## src/rtl/vga_timing_gen.sv

```systemverilog
// vga_timing_gen: raster timing generator, 800x600@60Hz (40 MHz pixel clock) by default.
//
// The counters give the current raster position and are never delayed.
// hsync/vsync/active are decoded from the counters and then pass through a register
// chain PIPE_DLY+1 stages long, so they line up with a renderer pipeline that is
// PIPE_DLY cycles deep.
//
// Ports:
//   clk_i          pixel clock; all state changes on the rising edge
//   rst_i          synchronous active-high reset; takes priority over ce_i
//   ce_i           pixel enable; when low, counters and the delay line hold
//   hcount_o       current pixel column, 0..H_TOTAL-1
//   vcount_o       current line, 0..V_TOTAL-1
//   line_start_o   high while hcount_o==0 and ce_i==1
//   frame_start_o  high while hcount_o==0, vcount_o==0 and ce_i==1
//   hsync_o        horizontal sync, asserted level SYNC_POL, delayed
//   vsync_o        vertical sync, asserted level SYNC_POL, delayed
//   active_o       visible-area flag, delayed
//
// Parameters must keep H_TOTAL <= 2048 and V_TOTAL <= 1024 (counter widths), and
// PIPE_DLY in 0..7.

module vga_timing_gen #(
  parameter int unsigned H_VIS    = 800,
  parameter int unsigned H_FP     = 40,
  parameter int unsigned H_SYNC   = 128,
  parameter int unsigned H_BP     = 88,
  parameter int unsigned V_VIS    = 600,
  parameter int unsigned V_FP     = 1,
  parameter int unsigned V_SYNC   = 4,
  parameter int unsigned V_BP     = 23,
  parameter bit          SYNC_POL = 1'b1,
  parameter int unsigned PIPE_DLY = 2
) (
  input  logic        clk_i,
  input  logic        rst_i,
  input  logic        ce_i,
  output logic [10:0] hcount_o,
  output logic [9:0]  vcount_o,
  output logic        line_start_o,
  output logic        frame_start_o,
  output logic        hsync_o,
  output logic        vsync_o,
  output logic        active_o
);

  localparam int unsigned H_TOTAL = H_VIS + H_FP + H_SYNC + H_BP;
  localparam int unsigned V_TOTAL = V_VIS + V_FP + V_SYNC + V_BP;

  // Compare constants at full counter width.
  localparam logic [10:0] HLast    = 11'(H_TOTAL - 1);
  localparam logic [10:0] HVisEnd  = 11'(H_VIS);
  localparam logic [10:0] HsStart  = 11'(H_VIS + H_FP);
  localparam logic [10:0] HsEnd    = 11'(H_VIS + H_FP + H_SYNC);
  localparam logic [9:0]  VLast    = 10'(V_TOTAL - 1);
  localparam logic [9:0]  VVisEnd  = 10'(V_VIS);
  localparam logic [9:0]  VsStart  = 10'(V_VIS + V_FP);
  localparam logic [9:0]  VsEnd    = 10'(V_VIS + V_FP + V_SYNC);

  localparam logic [PIPE_DLY:0] SyncIdle = {(PIPE_DLY + 1){~SYNC_POL}};

  logic [10:0] hcount_q, hcount_d;
  logic [9:0]  vcount_q, vcount_d;

  // Stage 0 takes the raw decode; stage PIPE_DLY drives the output.
  logic [PIPE_DLY:0] hs_pipe_q, hs_pipe_d;
  logic [PIPE_DLY:0] vs_pipe_q, vs_pipe_d;
  logic [PIPE_DLY:0] act_pipe_q, act_pipe_d;

  logic act_raw, hs_raw, vs_raw;
  logic hs_lvl, vs_lvl;

  // Extended vectors let one constant slice express the shift for any PIPE_DLY,
  // including zero.
  logic [PIPE_DLY+1:0] hs_ext, vs_ext, act_ext;

  always_comb begin
    hcount_d = hcount_q;
    vcount_d = vcount_q;
    if (ce_i) begin
      if (hcount_q == HLast) begin
        hcount_d = '0;
        if (vcount_q == VLast) begin
          vcount_d = '0;
        end else begin
          vcount_d = vcount_q + 10'd1;
        end
      end else begin
        hcount_d = hcount_q + 11'd1;
      end
    end
  end

  always_comb begin
    act_raw = (hcount_q < HVisEnd) && (vcount_q < VVisEnd);
    hs_raw  = (hcount_q >= HsStart) && (hcount_q < HsEnd);
    vs_raw  = (vcount_q >= VsStart) && (vcount_q < VsEnd);
    hs_lvl  = hs_raw ? SYNC_POL : ~SYNC_POL;
    vs_lvl  = vs_raw ? SYNC_POL : ~SYNC_POL;
  end

  always_comb begin
    hs_ext     = {hs_pipe_q, hs_lvl};
    vs_ext     = {vs_pipe_q, vs_lvl};
    act_ext    = {act_pipe_q, act_raw};
    hs_pipe_d  = hs_pipe_q;
    vs_pipe_d  = vs_pipe_q;
    act_pipe_d = act_pipe_q;
    if (ce_i) begin
      hs_pipe_d  = hs_ext[PIPE_DLY:0];
      vs_pipe_d  = vs_ext[PIPE_DLY:0];
      act_pipe_d = act_ext[PIPE_DLY:0];
    end
  end

  always_ff @(posedge clk_i) begin
    if (rst_i) begin
      hcount_q   <= '0;
      vcount_q   <= '0;
      hs_pipe_q  <= SyncIdle;
      vs_pipe_q  <= SyncIdle;
      act_pipe_q <= '0;
    end else begin
      hcount_q   <= hcount_d;
      vcount_q   <= vcount_d;
      hs_pipe_q  <= hs_pipe_d;
      vs_pipe_q  <= vs_pipe_d;
      act_pipe_q <= act_pipe_d;
    end
  end

  always_comb begin
    hcount_o      = hcount_q;
    vcount_o      = vcount_q;
    line_start_o  = ce_i && (hcount_q == 11'd0);
    frame_start_o = ce_i && (hcount_q == 11'd0) && (vcount_q == 10'd0);
    hsync_o       = hs_pipe_q[PIPE_DLY];
    vsync_o       = vs_pipe_q[PIPE_DLY];
    active_o      = act_pipe_q[PIPE_DLY];
  end

endmodule

```

## config.mk

```make
export PLATFORM = sky130hd
export DESIGN_NAME = vga_timing_gen
export DESIGN_NICKNAME = d
export VERILOG_FILES = /design/src/rtl/vga_timing_gen.sv
export SDC_FILE = /design/constraint.sdc
export NUM_CORES = 1
export LEC_CHECK = 0
export ABC_AREA = 1
export CORE_ASPECT_RATIO = 0.6
export CORE_MARGIN = 10
export CORE_UTILIZATION = 52
export DETAILED_ROUTE_END_ITERATION = 12
export PLACE_DENSITY_LB_ADDON = 0.2
export SLEW_MARGIN = 20
export SYNTH_ARGS = -nofsm -noshare
export SYNTH_HDL_FRONTEND = slang
export SYNTH_SLANG_ARGS = --single-unit
```

## constraint.sdc

```tcl
create_clock -name clk_i -period 1.8 [get_ports clk_i]
set_input_delay 0.18 -clock clk_i [delete_from_list [all_inputs] [get_ports clk_i]]
set_output_delay 0.18 -clock clk_i [all_outputs]
set_load 0.005 [all_outputs]
```

==> results of run 1 <==
layout make-up:
cell class	instances	area [µm²]	area share [%]
Multi-Input combinational cell	179	915	42.2
Sequential cell	30	601	27.7
Timing Repair Buffer	42	379	17.5
Inverter	33	124	5.72
Clock buffer	6	82.6	3.81
Tap cell	42	52.6	2.43
Clock inverter	2	12.5	0.578
what timing repair did:
| action | in CTS | in global routing |
|---|---|---|
| endpoints found under the setup margin | 2 | 1 |
| cloned | 0 | 0 |
| pin swaps | 1 | 1 |
| resized for setup | 2 | 3 |
| buffers inserted | 0 | 1 |
| endpoints found under the hold margin | 0 | 0 |
per-stage QoR:
| step | area, µm² | worst slack, ns | TNS (ns) |
|---|---|---|---|
| 2_1_floorplan | 1660 | 0.472 | 0 |
| 3_3_place_gp | 2060 | -0.0357 | -0.0357 |
| 3_5_place_dp | 2060 | -0.0941 | -0.0941 |
| 4_1_cts | 2160 | 0.0494 | 0 |
| 5_1_grt | 2170 | -0.0604 | -0.0604 |
| 6_report | 2170 | 0.0444 | 0 |
synthesized netlist by cell type (3+ instances only):
library cell  count  area [µm²]
inv_1            30         113
nand2_1          51         191
ha_1              5        62.6
o21ai_1           3        15.0
nor2_2            4        25.0
nor2_1           45         169
nand3_1          14        70.1
a21oi_1          11        55.1
o21ai_0          13        65.1
dfxtp_1          30         601
nor2_4            3        33.8
nor3_1            4        20.0
inv_2             3        11.3
nand4_1           6        37.5
nand2_2           4        25.0
flip-flops by register name (all words and copies together) (netlist names):
signal      cells
hcount_o       11
act_pipe_q      3
hs_pipe_q       3
vs_pipe_q       3
vcount_o       10
logic make-up after synthesis:
group / count (synthesis) / synth area share, %
buffers and inverters: 37 / 8.77
xor gates and xnor gates: 1 / 0.529
adders and majority gates: 5 / 3.78
and+or+nand+nor: 140 / 39.8
DFF: 30 / 36.3
AOI/OAI and AO/OA: 33 / 10.8
report_power, final:
group,switching (mW),total (mW),internal [mW]
Clock,0.263,0.570,0.307
Combinational,0.0593,0.112,0.0525
Sequential,0.00793,0.685,0.677
metal layers:
layer  track usage [%]  up-vias  share of wire (%)
li1                  -      877                  -
met1              21.0      743                 45
met2              22.6       68                 42
met3              5.56        4                 12
met4              4.02        0               0.56
met5                 0        -                  0
critical path: cells and delay by family, from the launching register on:
kind          cells  cell delay, ns
fa+ha+maj         1            0.14
buf+inv           4            0.50
flops             1            0.33
simple gates      3            0.30
worst paths after layout:
path / end / cells after the start / slack [ns] / from
max: line_start_o / 8 / 0.04 / hcount_o[1]
min: vs_pipe_q[0] / 2 / 0.48 / vs_pipe_q[0]
max reg2reg: hcount_o[10] / 8 / 0.25 / hcount_o[0]
min reg2reg: vs_pipe_q[0] / 2 / 0.48 / vs_pipe_q[0]
==> results by group, run 1 <==
Worst setup path
  – CP Data Arrival Time: 1.58 ns
  – CP Launch Type: flip-flop
  – Crit path largest cell delay: 0.33 ns
  – Crit-path slowest cell: dfxtp_1
  – Cell mode on critical path: inv_1
  – Cell Chain, Critical Path: inv_1 -> ha_1 -> nand2_1 -> nor2_1 -> nand4_1 -> buf_4 -> inv_1 -> dlygate4sd2_1
  – Crit Path Class: flip-flop to output port
  – CP Capture Type: output port
  – Worst EP required: 1.62 ns
  – CP Max Fanout: 4

Final layout
  – FILL cells: 261
  – Commonest non-fill, non-tap cell in the layout: nand2_1
  – Layout cell share with drive strength beyond 1: 14.7%
  – Synth-to-Final Area Change: 30.8%
  – Most frequent cells in the layout: nand2_1 (51), nor2_1 (45), inv_1 (30), dfxtp_1 (30), clkdlybuf4s50_1 (26)
  – Fin cells: 334
  – ANT cells: 0
  – Util after Layout: 73.0%
  – Final #Nets: around 300

GRT
  – Grt total ovfl: 0
  – Gr usage total: 15.5%
  – Global-route wire length before repair: 7540 µm
  – Largest net degree at the start of global routing: 15
  – Vias in the first global route: 1,555
  – Initial antenna violation count: 0

Route
  – 1st-iter DRT viols: 141
  – Vias per inst: ~5.1
  – TritonRoute pass-1 iters: 4
  – Via Count: about 1.7k
  – Routed WL: 4450 µm
  – # DRC: 0
  – ANT nets after route: 0
  – WL/cell: 13.3 µm

Timing
  – RSZ-0062 raised after global routing: true
  – Setup-failing EPs final: 0
  – Final Hold Viols: 0
  – Slew HR: 79.7%
  – Worst-margin pin slew: 0.304 ns
  – Clk_skew: 0.00569 ns
  – Min Clock Period, post-route: 1.76 ns
  – Fmax: around 570 MHz
  – Final Max Tran Viols: 0
  – Fin crit share: between 90% and 100%
  – Hold_ws: 0.478 ns

Yosys
  – Number of flops mapped to enable cells by yosys: 0
  – Primary FF master, synth: dfxtp_1
  – Mapped Nets: about 250
  – Yosys cell types: 31
  – Cells after Synth: approximately 250
  – Register bit total from synthesis: 30
  – Seq/Total Area, Yosys: between 30% and 40%
  – Mapped cell area: 1660 µm²
  – Avg Synthesized Cell Area: 6.73 µm²
  – Yosys warning total: 0
  – Ys async rst share: 0%

Floorplan
  – Starting Density: 55.8%
  – Die height: 63.7 µm
  – Die X: 92.8 µm
  – FP Rows: 15
  – Die ar.: 5910 µm²
  – Ports: 29
  – Floorplan core area: 2970 µm²

Clock network
  – Clk_lat worst skew: 0.28 ns
  – CTS H-tree lvls: 2
  – Clock Sinks: 30
  – Clock-pin slew on the worst setup and hold paths: approximately 0.070 ns
  – CTS tree: yes
  – Quantity of hold-fixing buffers added after cts: 0
  – Inserted Clock Buffers: 5
  – Bufs on Longest Clock Path: 2
  – CTS root buf: clkbuf_8

Power
  – Power Total: 1.37 mW
  – Pleak: 0.905 nW
  – Peak VDD IR: about 0.54 mV
  – PwrDens: 631 nW/µm²

Outcome
  – Status: finished, final reports clean

Placement
  – Routability cong.: 0.891
  – Dpl cells: around 330
  – Post-DP HPWL: roughly 3400 µm
  – Number of port buffers: 28

Flow run
  – Max cap viols: 0

Min path
  – Min-Delay Path Class: flip-flop to flip-flop
Note: power is estimated with default switching activity, not from simulation.
==> run 2: changes to the inputs <==
Settings changed: CORE_MARGIN 10 to 2, PLACE_DENSITY from default to 0.79, PLACE_DENSITY_LB_ADDON 0.2 to default, SKIP_LAST_GASP from default to 1.
==> results by group, run 2 (synthesis gave the netlist of run 1 again) <==
Outcome
  – Status: finished, final reports clean

Final layout
  – Max reg flops: 11
  – ANT cells: 0
  – Util after Layout: 74.5%
  – Synth-to-Final Area Change: 32.6%
  – Fin cells: 334
  – Most frequent cells in the layout: nand2_1 (51), nor2_1 (45), inv_1 (30)
  – Commonest non-fill, non-tap cell in the layout: nand2_1
  – Final #Nets: 300
  – Layout cell share with drive strength beyond 1: 15.4%

Timing
  – Clk_skew: 0.00686 ns
  – Accumulated negative setup slack: 0 ns
  – Final Hold Viols: 0
  – Worst-margin pin slew: roughly 0.36 ns
  – RSZ-0062 raised after global routing: false
  – Slew HR: 75.8%
  – Final Max Tran Viols: 0
  – Hold_ws: 0.474 ns
  – Fin crit share: 92.6%
  – Min Clock Period, post-route: about 1.7 ns
  – Fmax: 600 MHz
  – Setup-failing EPs final: 0

Clock network
  – Quantity of hold-fixing buffers added after cts: 0
  – Clock Sinks: 30
  – CTS H-tree lvls: 2
  – CTS root buf: clkbuf_8
  – Clk_lat worst skew: 0.28 ns
  – Bufs on Longest Clock Path: 2
  – Inserted Clock Buffers: 5
  – CTS tree: yes
  – Clock-pin slew on the worst setup and hold paths: approximately 0.06 ns

Route
  – ANT nets after route: 0
  – # DRC: 0
  – Routed WL: 4240 µm
  – WL/cell: 12.7 µm
  – 1st-iter DRT viols: 116
  – Via Count: about 1.7k
  – Vias per inst: a little over 5
  – TritonRoute pass-1 iters: 4

Worst setup path
  – CP endpoint: line_start_o
  – Crit Path Class: flip-flop to output port
  – CP Data Arrival Time: 1.49 ns
  – CP Max Fanout: 4
  – R2R depth: 9
  – CP startpoint: hcount_o[1]
  – CP Capture Type: output port
  – R2R Path End: vcount_o[7]
  – R2R Path Start: hcount_o[0]
  – R2r setup slk: between 0.2 and 0.3 ns
  – Worst EP required: 1.62 ns
  – CP Launch Type: flip-flop

Placement
  – Routability cong.: between 0.8 and 0.9
  – Number of port buffers: 28
  – Post-DP HPWL: 3150 µm
  – Dpl cells: 327

Power
  – Peak VDD IR: 0.453 mV
  – PwrDens: 675 nW/µm²
  – Pleak: 0.926 nW

GRT
  – Grt total ovfl: 0
  – Vias in the first global route: roughly 1.4k
  – Gr usage total: 24.4%
  – Initial antenna violation count: 0
  – Global-route wire length before repair: 6600 µm
  – Largest net degree at the start of global routing: 15

Floorplan
  – Starting Density: 56.2%
  – FP Rows: 15
  – Ports: 29
  – Die ar.: between 3000 and 4000 µm²
  – Die X: approximately 77 µm
  – Die height: 47.7 µm
  – Floorplan core area: 2950 µm²

Flow run
  – Max cap viols: 0

Min path
  – HP Start: vs_pipe_q[0]
  – Min-Delay Path Class: flip-flop to flip-flop
run 2: area by class of cell:
type,instances,area [µm²]
fill,257,752
inverter,33,124
sequential,30,602
timing repair buffer,43,387
multi-input combinational,179,917
clock buffer,6,82.6
clock inverter,1,30.0
tap,42,52.6
run 2: worst min-delay path by stage:
| stage | endpoint | depth (start not counted) |
|---|---|---|
| finish | vs_pipe_q[0] | 2 |
| global route | vs_pipe_q[0] | 2 |
| CTS | hs_pipe_q[0] | 2 |
| detailed placement | hs_pipe_q[0] | 2 |
| global placement | hs_pipe_q[0] | 2 |
| floorplan | act_pipe_q[0] | 3 |
run 2: routing by layer:
metal  up-vias  GRT usage (%)  wire [µm]
li1        876              -          -
met1       744           35.6       2130
met2        67           34.7       1680
met3         2           7.92        408
met4         0           6.91         17
met5         -              0          0
run 2: worst max-delay path, cell delays in order (launching register included):
cell           delay [ns]
dfxtp_2              0.34
inv_1                0.07
ha_2                 0.16
nand2_1              0.05
nor2_1               0.11
nand4_1              0.16
inv_1                0.08
dlygate4sd2_1        0.23
run 2: what timing repair did:
item / CTS / global route
endpoints found under the setup margin: 2 / 1
resized for setup: 3 / 5
endpoints found under the hold margin: 0 / 0
gates cloned: 0 / 0
buffers inserted: 1 / 0
pin swaps: 2 / 1
run 2: power breakdown:
part / switching, mW / internal, mW / leakage (nW) / total, mW
clock network: 0.247 / 0.442 / 0.0573 / 0.689
registers: 0.00783 / 0.678 / 0.244 / 0.685
logic: 0.0574 / 0.0489 / 0.625 / 0.106
run 2: metrics by stage:
step	worst slack [ns]	cell area (µm²)	power [mW]
final	0.134	2190	1.48
after global routing	0.0342	2190	1.54
after CTS	-0.0868	2200	1.49
after detailed placement	-0.0727	2080	0.808
after global placement	-0.0369	2080	0.805
after floorplan	0.472	1660	0.756
==> patch (flow settings as in run 1) <==
The parameter `PIPE_DLY` goes from 2 to 4.
--- a/src/rtl/vga_timing_gen.sv
+++ b/src/rtl/vga_timing_gen.sv
@@ -32,3 +32,3 @@
   parameter bit          SYNC_POL = 1'b1,
-  parameter int unsigned PIPE_DLY = 2
+  parameter int unsigned PIPE_DLY = 4
 ) (
Formal check against the unedited RTL: not equivalent (Yosys sat finds a counterexample within 4 cycles, from zero or initial values and one cycle with rst_i high).
==> patch against run 1 <==
- final cell count rose by 10%
- synthesized cell count rose by 11%
- global-route usage fell by 0.61 points
- cell area rose by 12%
- non-clock buffer count rose by 6
- power rose by 23%
- sequential share of layout area rose by 2.1 points
- sequential cell count rose by 6
- wire length rose by 6.2%
- worst setup slack improved by 53 ps
- synthesized area rose by 11%
==> patch: results <==
{
  "status": "finished clean",
  "post-place-ws_ps": -53.3,
  "first_iter_violations": 140,
  "grt_max_degree": 19,
  "cp-startpoint": "vcount_o[1]",
  "hp-start": "hs_pipe_q[0]",
  "synthesis.instances": 273,
  "place_area_mm2": 0.00230,
  "fin_nets": 330,
  "gr-usage-all-layers": 0.149,
  "routed_wirelength_um": 4730,
  "grt_pass1_wl_um": 7890,
  "drtPass1Iterations": 5,
  "stdcell_count": 368,
  "first_global_vias": 1607,
  "synth_cell_types": 28,
  "slowest_stage": "dfxtp_2",
  "crit_path_max_fanout": 5,
  "place_inst": 359,
  "num_vias": 1856,
  "peakVddDrop_mv": 0.557,
  "cp.arrival_ps": 1520,
  "ys_seq_area_frac": 0.392,
  "fin_skew_ps": 5.09,
  "leakagePower_nw": 1.06
}
-- patch: cell count changes in the layout (fill, tap and decap cells not counted), sizes merged, moves of 2 or more --
cell / before / now
nand3: 15 / 18
a21oi: 11 / 13
nand2: 57 / 55
o21ai: 16 / 23
buf: 14 / 20
nand4: 6 / 4
clkbuf: 7 / 5
nor2: 52 / 65
a22oi: 2 / 0
dfxtp: 30 / 36
-- patch: final cells by class --
type | count | area, um2
multi-input combinational | 197 | 967
clock inverter | 3 | 42.5
tap | 45 | 56.3
sequential | 36 | 724
clock buffer | 5 | 68.8
fill | 298 | 896
timing repair buffer | 48 | 440
inverter | 34 | 128
-- patch: what timing repair did --
item,in CTS,in global routing
setup endpoints to repair,2,1
pin swaps,2,0
gates resized for setup,7,1
setup buffers,1,0
-- patch: logic make-up (layout without fill, tap and decap cells) --
family | after synthesis | count (layout) | synth area share
flip-flops | 36 | 36 | 0.392
adder cells (fa/ha/maj) | 5 | 5 | 0.0340
AO/OA/AOI/OAI | 39 | 39 | 0.116
buffers and inverters | 40 | 90 | 0.0884
AND/OR/NAND/NOR | 151 | 151 | 0.360
XOR/XNOR | 2 | 2 | 0.00952
-- patch: path summary, 6_finish.rpt --
path / end / slack [ps] / cells after the start
max: frame_start_o / 100 / 7
max reg2reg: vcount_o[9] / 300 / 8
min reg2reg: hs_pipe_q[0] / 470 / 2
min: hs_pipe_q[0] / 470 / 2
-- patch: per-layer routing --
metal,GRT usage,share of wire,up-vias
met5,0,0,-
met4,0.0440,0.010,0
met3,0.0564,0.089,7
met2,0.190,0.37,77
met1,0.218,0.53,814
li1,-,-,958
-- patch: power by group --
group          leakage, nW  switching, mW  internal, mW
clock network       0.0541          0.308         0.410
logic                0.710         0.0686        0.0584
registers            0.294         0.0147         0.820
